File: src/rtl/pipe_hazard_ctrl.sv
`default_nettype none
// +---------------------------------------------------------------------------+
// | pipe_hazard_ctrl : stall/bubble controller for the 5-stage in-order pipe  |
// | Revision 1.0                                                              |
// +---------------------------------------------------------------------------+
module pipe_hazard_ctrl #(
  parameter int unsigned TIMEOUT_CYCLES = 1023,
  parameter int unsigned CNT_W          = 32
) (
  input  logic             clk,
  input  logic             rst,
  input  logic [4:0]       decode_i_rs1,
  input  logic [4:0]       decode_i_rs2,
  input  logic             decode_i_rs1_ren,
  input  logic             decode_i_rs2_ren,
  input  logic [4:0]       regE_i_rd,
  input  logic             regE_i_reg_wen,
  input  logic             regE_i_is_load,
  input  logic             execute_i_redirect,
  input  logic             execute_i_mdu_busy,
  input  logic             fetch_i_imem_valid,
  input  logic             regM_i_mem_req,
  input  logic             memory_i_dmem_ready,
  output logic             regF_stall,
  output logic             regD_stall,
  output logic             regE_stall,
  output logic             regM_stall,
  output logic             regW_stall,
  output logic             regD_bubble,
  output logic             regE_bubble,
  output logic             regM_bubble,
  output logic             regW_bubble,
  output logic [1:0]       ctrl_o_state,
  output logic [CNT_W-1:0] ctrl_o_stall_cnt,
  output logic             ctrl_o_timeout
);

  localparam int unsigned     WD_W    = (TIMEOUT_CYCLES > 1) ? $clog2(TIMEOUT_CYCLES) : 1;
  localparam logic [WD_W-1:0] WD_LAST = WD_W'(TIMEOUT_CYCLES - 1);

  typedef enum logic [1:0] {
    ST_RUN      = 2'd0,
    ST_MEM_WAIT = 2'd1,
    ST_TIMEOUT  = 2'd2
  } state_e;

  state_e            state_q, state_d;
  logic [WD_W-1:0]   wd_cnt_q, wd_cnt_d;
  logic              redir_pend_q, redir_pend_d;
  logic [CNT_W-1:0]  stall_cnt_q, stall_cnt_d;
  logic              timeout_q, timeout_d;

  logic              w_mem_stall;
  logic              w_rs1_hit;
  logic              w_rs2_hit;
  logic              w_load_use;

  assign w_mem_stall = regM_i_mem_req & ~memory_i_dmem_ready;
  assign w_rs1_hit   = decode_i_rs1_ren & (decode_i_rs1 == regE_i_rd);
  assign w_rs2_hit   = decode_i_rs2_ren & (decode_i_rs2 == regE_i_rd);
  assign w_load_use  = regE_i_is_load & regE_i_reg_wen & (regE_i_rd != 5'd0)
                     & (w_rs1_hit | w_rs2_hit);

  // Priority-ordered hazard resolution; the first matching hazard owns the controls.
  always_comb begin
    regF_stall   = 1'b0;
    regD_stall   = 1'b0;
    regE_stall   = 1'b0;
    regM_stall   = 1'b0;
    regW_stall   = 1'b0;
    regD_bubble  = 1'b0;
    regE_bubble  = 1'b0;
    regM_bubble  = 1'b0;
    regW_bubble  = 1'b0;
    redir_pend_d = redir_pend_q;
    if (rst) begin
      regD_bubble = 1'b1;
      regE_bubble = 1'b1;
      regM_bubble = 1'b1;
      regW_bubble = 1'b1;
    end else if (state_q == ST_TIMEOUT) begin
      regF_stall  = 1'b1;
      regD_stall  = 1'b1;
      regE_stall  = 1'b1;
      regM_stall  = 1'b1;
      regW_stall  = 1'b1;
      regW_bubble = 1'b1;
    end else if (w_mem_stall) begin
      regF_stall  = 1'b1;
      regD_stall  = 1'b1;
      regE_stall  = 1'b1;
      regM_stall  = 1'b1;
      regW_bubble = 1'b1;
    end else if (execute_i_mdu_busy) begin
      regF_stall  = 1'b1;
      regD_stall  = 1'b1;
      regE_stall  = 1'b1;
      regM_bubble = 1'b1;
    end else if (execute_i_redirect) begin
      regD_bubble = 1'b1;
      regE_bubble = 1'b1;
      // An outstanding icache miss will return a wrong-path instruction later.
      if (!fetch_i_imem_valid) begin
        redir_pend_d = 1'b1;
      end
    end else if (w_load_use) begin
      regF_stall  = 1'b1;
      regD_stall  = 1'b1;
      regE_bubble = 1'b1;
    end else if (!fetch_i_imem_valid) begin
      regF_stall  = 1'b1;
      regD_bubble = 1'b1;
    end else if (redir_pend_q) begin
      regD_bubble  = 1'b1;
      redir_pend_d = 1'b0;
    end
  end

  always_comb begin
    state_d  = state_q;
    wd_cnt_d = w_mem_stall ? (wd_cnt_q + 1'b1) : '0;
    case (state_q)
      ST_RUN, ST_MEM_WAIT: begin
        if (w_mem_stall && (wd_cnt_q == WD_LAST)) begin
          state_d = ST_TIMEOUT;
        end else if (w_mem_stall) begin
          state_d = ST_MEM_WAIT;
        end else begin
          state_d = ST_RUN;
        end
      end
      ST_TIMEOUT: begin
        state_d  = ST_TIMEOUT;
        wd_cnt_d = wd_cnt_q;
      end
      default: state_d = ST_RUN;
    endcase
    // Tracks next state so the flag and ctrl_o_state switch on the same edge.
    timeout_d = (state_d == ST_TIMEOUT);
  end

  always_comb begin
    stall_cnt_d = stall_cnt_q;
    if (regF_stall && (stall_cnt_q != '1)) begin
      stall_cnt_d = stall_cnt_q + 1'b1;
    end
  end

  always_ff @(posedge clk) begin
    if (rst) begin
      state_q      <= ST_RUN;
      wd_cnt_q     <= '0;
      redir_pend_q <= 1'b0;
      stall_cnt_q  <= '0;
      timeout_q    <= 1'b0;
    end else begin
      state_q      <= state_d;
      wd_cnt_q     <= wd_cnt_d;
      redir_pend_q <= redir_pend_d;
      stall_cnt_q  <= stall_cnt_d;
      timeout_q    <= timeout_d;
    end
  end

  assign ctrl_o_state     = state_q;
  assign ctrl_o_stall_cnt = stall_cnt_q;
  assign ctrl_o_timeout   = timeout_q;

endmodule
`default_nettype wire

File: config.mk
export PLATFORM = sky130hd
export DESIGN_NAME = pipe_hazard_ctrl
export DESIGN_NICKNAME = d
export VERILOG_FILES = /design/src/rtl/pipe_hazard_ctrl.sv
export SDC_FILE = /design/constraint.sdc
export NUM_CORES = 1
export LEC_CHECK = 0
export CAP_MARGIN = 0
export CORE_AREA = 3 3 77 79
export CTS_BUF_LIST = sky130_fd_sc_hd__clkbuf_16
export CTS_CLUSTER_SIZE = 40
export DETAILED_ROUTE_END_ITERATION = 8
export DIE_AREA = 0 0 80 82
export GPL_ROUTABILITY_DRIVEN = 0
export PLACE_DENSITY = 0.76
export REMOVE_ABC_BUFFERS = 1
export SYNTH_ARGS = -nofsm -noshare
export SYNTH_HDL_FRONTEND = slang
export SYNTH_SLANG_ARGS = --single-unit
File: constraint.sdc
create_clock -name clk -period 2.7 [get_ports clk]
set_clock_uncertainty 0.05 [all_clocks]
set_input_delay 0.54 -clock clk [delete_from_list [all_inputs] [get_ports clk]]
set_output_delay 0.54 -clock clk [all_outputs]
set_load 0.1 [all_outputs]
**Word level (Yosys, flattened, before mapping)**

Index checks and enable logic that the tools add are counted.
W data, S select, Z words.

- Input bits: 26
- Bits in registers: 46

- Reduce and logical (&&, ||, !) cells: 7
- Bitwise logic cells: 11
- $add $sub $neg: 2
- Equal/unequal tests: 9
- Multiplexer cells: 47

Operators by type and width:

| cell | number |
|---|---|
| $mux W1 | 44 |
| $add A32 B1 Y32 const B | 1 |
| $ne A32 B32 Y1 const B | 1 |
| $add A10 B1 Y10 const B | 1 |
| $eq A10 B10 Y1 const B | 1 |
| $eq A5 B5 Y1 | 2 |
| $mux W10 | 1 |
| $and A1 B1 Y1 | 6 |
| $reduce_and A6 Y1 | 1 |
| $reduce_bool A5 Y1 | 1 |
| $eq A2 B2 Y1 const B | 2 |
| $ne A2 B2 Y1 const B | 2 |
| $not A1 Y1 | 4 |
| $pmux W2 S2 | 1 |
| $eq A2 B1 Y1 const B | 1 |
| $logic_and A1 B1 Y1 | 2 |
| $logic_not A2 Y1 | 1 |
| $mux W2 | 1 |
| $reduce_bool A2 Y1 | 1 |
| $reduce_or A2 Y1 | 1 |
| $or A1 B1 Y1 | 1 |

**Longest topological paths before layout**

- Word-level depth: 11
- Gate-level depth with buffers: 10
- Gate-level depth less buffers: 7

**Least setup slack after synthesis**

Ideal clock, no wire load.

- Kind: flip-flop to output port
- Start: register state_q[0], in the netlist ctrl_o_state[0]
- End: output port regD_bubble
- Data arrival time: 3.266 ns
- Stages on the path, launching flop included: 6
- Buffers on the path: 1
- Path slack: -1.156 ns
- Cells stage by stage: dfxtp_1 > nand2b_1 > buf_2 > and2_1 > or2b_2 > o21bai_1

- Cells in the longest elaborated chain, start to end: 3

Ends and longest elaborated chain:

| what | RTL line | source |
|---|---|---|
| start: declaration | 47 | `state_e state_q, state_d;` |
| start signal: assignment | 157 | `state_q <= state_d;` |
| $eq A2 B2 Y1 | 81 | `end else if (state_q == ST_TIMEOUT) begin` |
| $mux W1 | 81 |  |
| $mux W1 | 76 | `if (rst) begin` |
| end: declaration | 29 | `output logic regD_bubble,` |

No other way between the ends.

**Final worst setup path**

- Start: input port decode_i_rs2[0]
- End: output port regD_stall

- Cells in the longest elaborated chain, start to end: 10

Ends and longest elaborated chain:

| what | RTL line | source |
|---|---|---|
| start: declaration | 13 | `input logic [4:0] decode_i_rs2,` |
| $eq A5 B5 Y1 | 60 | `assign w_rs2_hit = decode_i_rs2_ren & (decode_i_rs2 == regE_i_rd);` |
| $and A1 B1 Y1 | 60 |  |
| $or A1 B1 Y1 | 62 | `& (w_rs1_hit \| w_rs2_hit);` |
| $and A1 B1 Y1 | 62 |  |
| $mux W1 | 106 | `end else if (w_load_use) begin` |
| $mux W1 | 99 | `end else if (execute_i_redirect) begin` |
| $mux W1 | 94 | `end else if (execute_i_mdu_busy) begin` |
| $mux W1 | 88 | `end else if (w_mem_stall) begin` |
| $mux W1 | 81 |  |
| $mux W1 | 76 |  |
| end: declaration | 25 | `output logic regD_stall,` |

No other way between the ends.

==> Flow_metrics.wiki <==
{| class="wikitable"
! Metric !! Value
|-
| Share of layout cells above drive strength 1 || 0.263
|-
| Worst Reg-to-Reg Cells || 7
|-
| Area growth, synth to finish || 43.2%
|-
| Count of fill cells added during filler insertion || 449
|-
| Highest clock frequency the design can meet || 379 MHz
|-
| Worst-path cell chain || clkdlybuf4s50_1 > xnor2_2 > nand4_1 > o22ai_2 > nand3b_1 > a21oi_2 > buf_12
|-
| Top flip-flop cell by instance count after synthesis || sky130_fd_sc_hd__dfxtp_1
|-
| Area share of fa/ha/maj cells after synthesis || 0.0151
|-
| Setup slack of the most critical reg-to-reg path || 190 ps
|-
| DRT antenna net count || 0
|-
| MaxCap Viol Count || 0
|-
| Master cell of the clock root buffer || sky130_fd_sc_hd__clkbuf_16
|-
| Top layer used by detailed routing || met4
|-
| Most common cell after layout, fill and taps aside || sky130_fd_sc_hd__buf_4
|-
| Avg Cell Area, Syn || 8.15 um2
|-
| Count of H-tree levels built during CTS || 2
|-
| Total number of yosys warnings || 0
|-
| Fin nets || 416
|-
| Number of antenna violations at the first check in global routing || 0
|-
| Full die area || 0.00656 mm2
|-
| Area fraction in and, or, nand and nor cells after synthesis || 0.317
|-
| Final core utilization || 0.660
|-
| Initial detailed-routing violation count || 127
|-
| Initial cell density of the core || 0.461
|-
| Mean number of vias per cell || 5.45
|-
| Crit Reg-Reg Endpoint || ctrl_o_stall_cnt[28]$_SDFFE_PP0P_
|-
| Run status || completed
|-
| Endpoint type of the worst setup path || output port
|-
| Cts bufs inserted || 5
|-
| Sequential element share of the synthesized area || 0.369
|-
| Share of power burned in combinational logic || 0.195
|-
| Die width || 80 um
|-
| Cell type of the slowest stage on the worst timing path || sky130_fd_sc_hd__clkdlybuf4s50_1
|-
| Routed Wire Length || 6.47 mm
|-
| # IOs || 70
|-
| Setup violators final || 0
|-
| Met2 WL || 3.35 mm
|-
| Overflow left after global routing || 0
|-
| VDD IR max || 0.000304 V
|-
| Crit path from || decode_i_rs2[0]
|-
| Worst setup path endpoint || regD_stall
|-
| Number of max-slew violations in the final report || 0
|-
| Worst r2r src || ctrl_o_stall_cnt[8]$_SDFFE_PP0P_
|-
| Critical path buffers and inverters || 2
|-
| Avg WL per Cell || 14.1 um
|-
| Logic depth of the worst setup path including buffers || 7
|-
| EDFF count, synth || 0
|-
| Die Y-Extent || 82 um
|-
| Min-delay worst type || flop to flop
|-
| Dominant combinational cell family by area after synthesis || simple AND/OR/NAND/NOR gates
|-
| # Post-CTS Setup Buffers || 0
|-
| Instance count of the mapped netlist || 306
|-
| Number of unique standard cell types used by synthesis || 49
|-
| Number of sinks driven by the clock tree || 46
|-
| Data arrival time of the critical path || 2050 ps
|-
| Classification of the worst setup path || input pin to output port
|-
| Clock tree from TritonCTS || built
|-
| Startpoint types || input pin
|-
| Maximum net fanout on the critical path || 3
|-
| Net switching power of the design || 0.440 mW
|-
| Largest cells by area after synthesis || sky130_fd_sc_hd__dfxtp_1 37%, sky130_fd_sc_hd__a21oi_1 6.4%, sky130_fd_sc_hd__xnor2_1 5.3%, sky130_fd_sc_hd__or3_1 4.8%, sky130_fd_sc_hd__nor2_1 4.4%
|-
| Share of flip-flops with an asynchronous set or reset after synthesis || 0
|-
| Post-Synth XOR/XNOR Area || 0.0738
|-
| DRC violation count after routing || 0
|-
| Cell internal pwr || 1.15 mW
|-
| Time the final worst path needs with I/O delays and setup || 2640 ps
|-
| Met1 Wirelength || 2.74 mm
|-
| Largest area contributor in the netlist || sky130_fd_sc_hd__dfxtp_1
|-
| First-pass GRT wire length || 10.4 mm
|-
| Clock latency of the later-clocked register in the worst-skew pair || 280 ps
|-
| Via count of the first global-routing pass || 2,309
|-
| Yosys top cell area share || 0.369
|-
| Buffers from clock root to sink, at most || 2
|-
| Final worst-path cycle share || 0.978
|-
| Unrepaired setup endpoints after global routing || true
|-
| Mux share of post-synthesis cell area || 0.0136
|-
| Fraction of power consumed by sequential logic || 0.437
|-
| Transition time at the pin with the least slew margin || 372 ps
|-
| Most frequent cells in the layout || 52 x sky130_fd_sc_hd__buf_4, 46 x sky130_fd_sc_hd__dfxtp_1, 29 x sky130_fd_sc_hd__nor2_1, 29 x sky130_fd_sc_hd__a21oi_1, 21 x sky130_fd_sc_hd__nand2_1
|-
| Total via count in the routed design || 2,507
|-
| Row count || 27
|-
| Placeable Area || 0.00541 mm2
|-
| Slew margin rel. || 0.750
|-
| Largest stage delay on the critical path || 520 ps
|-
| Cell class contributing the biggest share of worst-path delay || buffers and inverters
|-
| Ant. Diodes || 0
|-
| Synthesis-stage register bit count || 46
|-
| Share of the synthesized area in compound gates (AO/OA/AOI/OAI) || 0.168
|-
| Number of hold-slack violations in the final timing report || 0
|-
| Port buffer count || 69
|-
| Cell area after synthesis || 0.00249 mm2
|-
| Clock share of power || 0.368
|-
| Total leakage power || 1.40 nW
|-
| Detailed Place HPWL || 4.69 mm
|-
| Total Routing Usage GR || 0.200
|-
| Required time reported for the critical path endpoint || 2110 ps
|-
| CTS Hold Bufs || 0
|-
| Reg clk slew, reported paths || 60 ps
|-
| Non-Filler Cell Area, Final || 0.00357 mm2
|-
| Power density over the cells || 445 mW/mm2
|-
| Met3 routed WL || 280 um
|-
| Share of total power consumed by net switching || 0.277
|-
| First-pass iteration count of the detailed router || 4
|-
| Placed inst area || 0.00335 mm2
|-
| Largest net degree at the start of global routing || 38
|}
## state kept, by name, summed over array words and instances, names as in the netlist
signal / cells
ctrl_o_stall_cnt: 32
redir_pend_q: 1
ctrl_o_timeout: 1
ctrl_o_state: 2
wd_cnt_q: 10
## power by group through the flow
| stage | clock network (mW) | logic [mW] | registers (mW) |
|---|---|---|---|
| CTS | 0.600 | 0.300 | 0.693 |
| global route | 0.636 | 0.325 | 0.695 |
| floorplan | 0 | 0.118 | 0.747 |
| detailed placement | 0 | 0.298 | 0.709 |
| finish | 0.585 | 0.310 | 0.694 |
| global placement | 0 | 0.294 | 0.709 |
## worst min-delay path, delay by kind of cell (launching register included)
| kind | cells | cell delay [ps] |
|---|---|---|
| AOI/OAI and AO/OA | 2 | 120 |
| DFF | 1 | 330 |
## cells by family (layout without fill, tap and decap cells)
| family | Yosys count | in the layout |
|---|---|---|
| flops | 46 | 46 |
| compound gates | 71 | 71 |
| mux | 3 | 3 |
| fa+ha+maj | 3 | 3 |
| simple gates | 144 | 144 |
| xor+xnor | 21 | 21 |
| buf+inv | 18 | 100 |
## final cells by class
class	count	area, um2	area share
clock buffer	5	125	0.0351
clock inverter	3	16.3	0.00456
inverter	4	15.0	0.00421
multi-input combinational	242	1540	0.431
sequential	46	921	0.258
tap	72	90.1	0.0252
timing repair buffer	88	865	0.242
## worst min-delay path by stage
stage	start	to	slack, ps	cells after the start
after floorplan	wd_cnt_q[7]$_SDFFE_PP0N_	wd_cnt_q[7]$_SDFFE_PP0N_	420	2
after global placement	ctrl_o_state[1]$_SDFF_PP0_	ctrl_o_state[0]$_SDFF_PP0_	430	1
after detailed placement	ctrl_o_state[1]$_SDFF_PP0_	ctrl_o_state[0]$_SDFF_PP0_	430	1
after CTS	ctrl_o_state[1]$_SDFF_PP0_	ctrl_o_state[0]$_SDFF_PP0_	440	1
after global routing	ctrl_o_stall_cnt[18]$_SDFFE_PP0P_	ctrl_o_stall_cnt[18]$_SDFFE_PP0P_	480	2
final	ctrl_o_stall_cnt[30]$_SDFFE_PP0P_	ctrl_o_stall_cnt[30]$_SDFFE_PP0P_	450	2
## stage by stage
stage	power, mW	std cells	setup TNS (ps)	hold WS (ps)	worst slack (ps)
after global placement	1.00	452	-4190	426	-212
after floorplan	0.865	292	-8880	422	-1250
after detailed placement	1.01	452	-5570	428	-262
after global routing	1.66	460	-53.0	480	-16.2
final	1.59	460	0	449	58.9
after CTS	1.59	460	0	444	3.73
## cell usage after synthesis, drive strengths merged (3+ instances only)
| master | n |
|---|---|
| a211oi | 3 |
| nor3 | 5 |
| or4 | 3 |
| and2 | 5 |
| xnor2 | 15 |
| and3 | 12 |
| inv | 4 |
| clkbuf | 8 |
| xor2 | 6 |
| a21o | 3 |
| o31ai | 4 |
| mux2 | 3 |
| a21oi | 33 |
| dfxtp | 46 |
| nor2 | 30 |
| or3 | 19 |
| nand2b | 5 |
| buf | 5 |
| o21ai | 19 |
| ha | 3 |
| nand4 | 11 |
| nor2b | 4 |
| nand3 | 20 |
| nand2 | 22 |
## what timing repair did
item / in CTS / in global routing
gates resized for setup: 12 / 17
pin swaps: 4 / 7
endpoints found under the setup margin: 4 / 20
## metal layers
metal | up-vias | global-route usage
met3 | 11 | 0.0406
met1 | 1182 | 0.241
met2 | 48 | 0.353
met4 | 0 | 0.0693
met5 | - | 0
li1 | 1266 | -
Power figures use the tool's default switching activity.
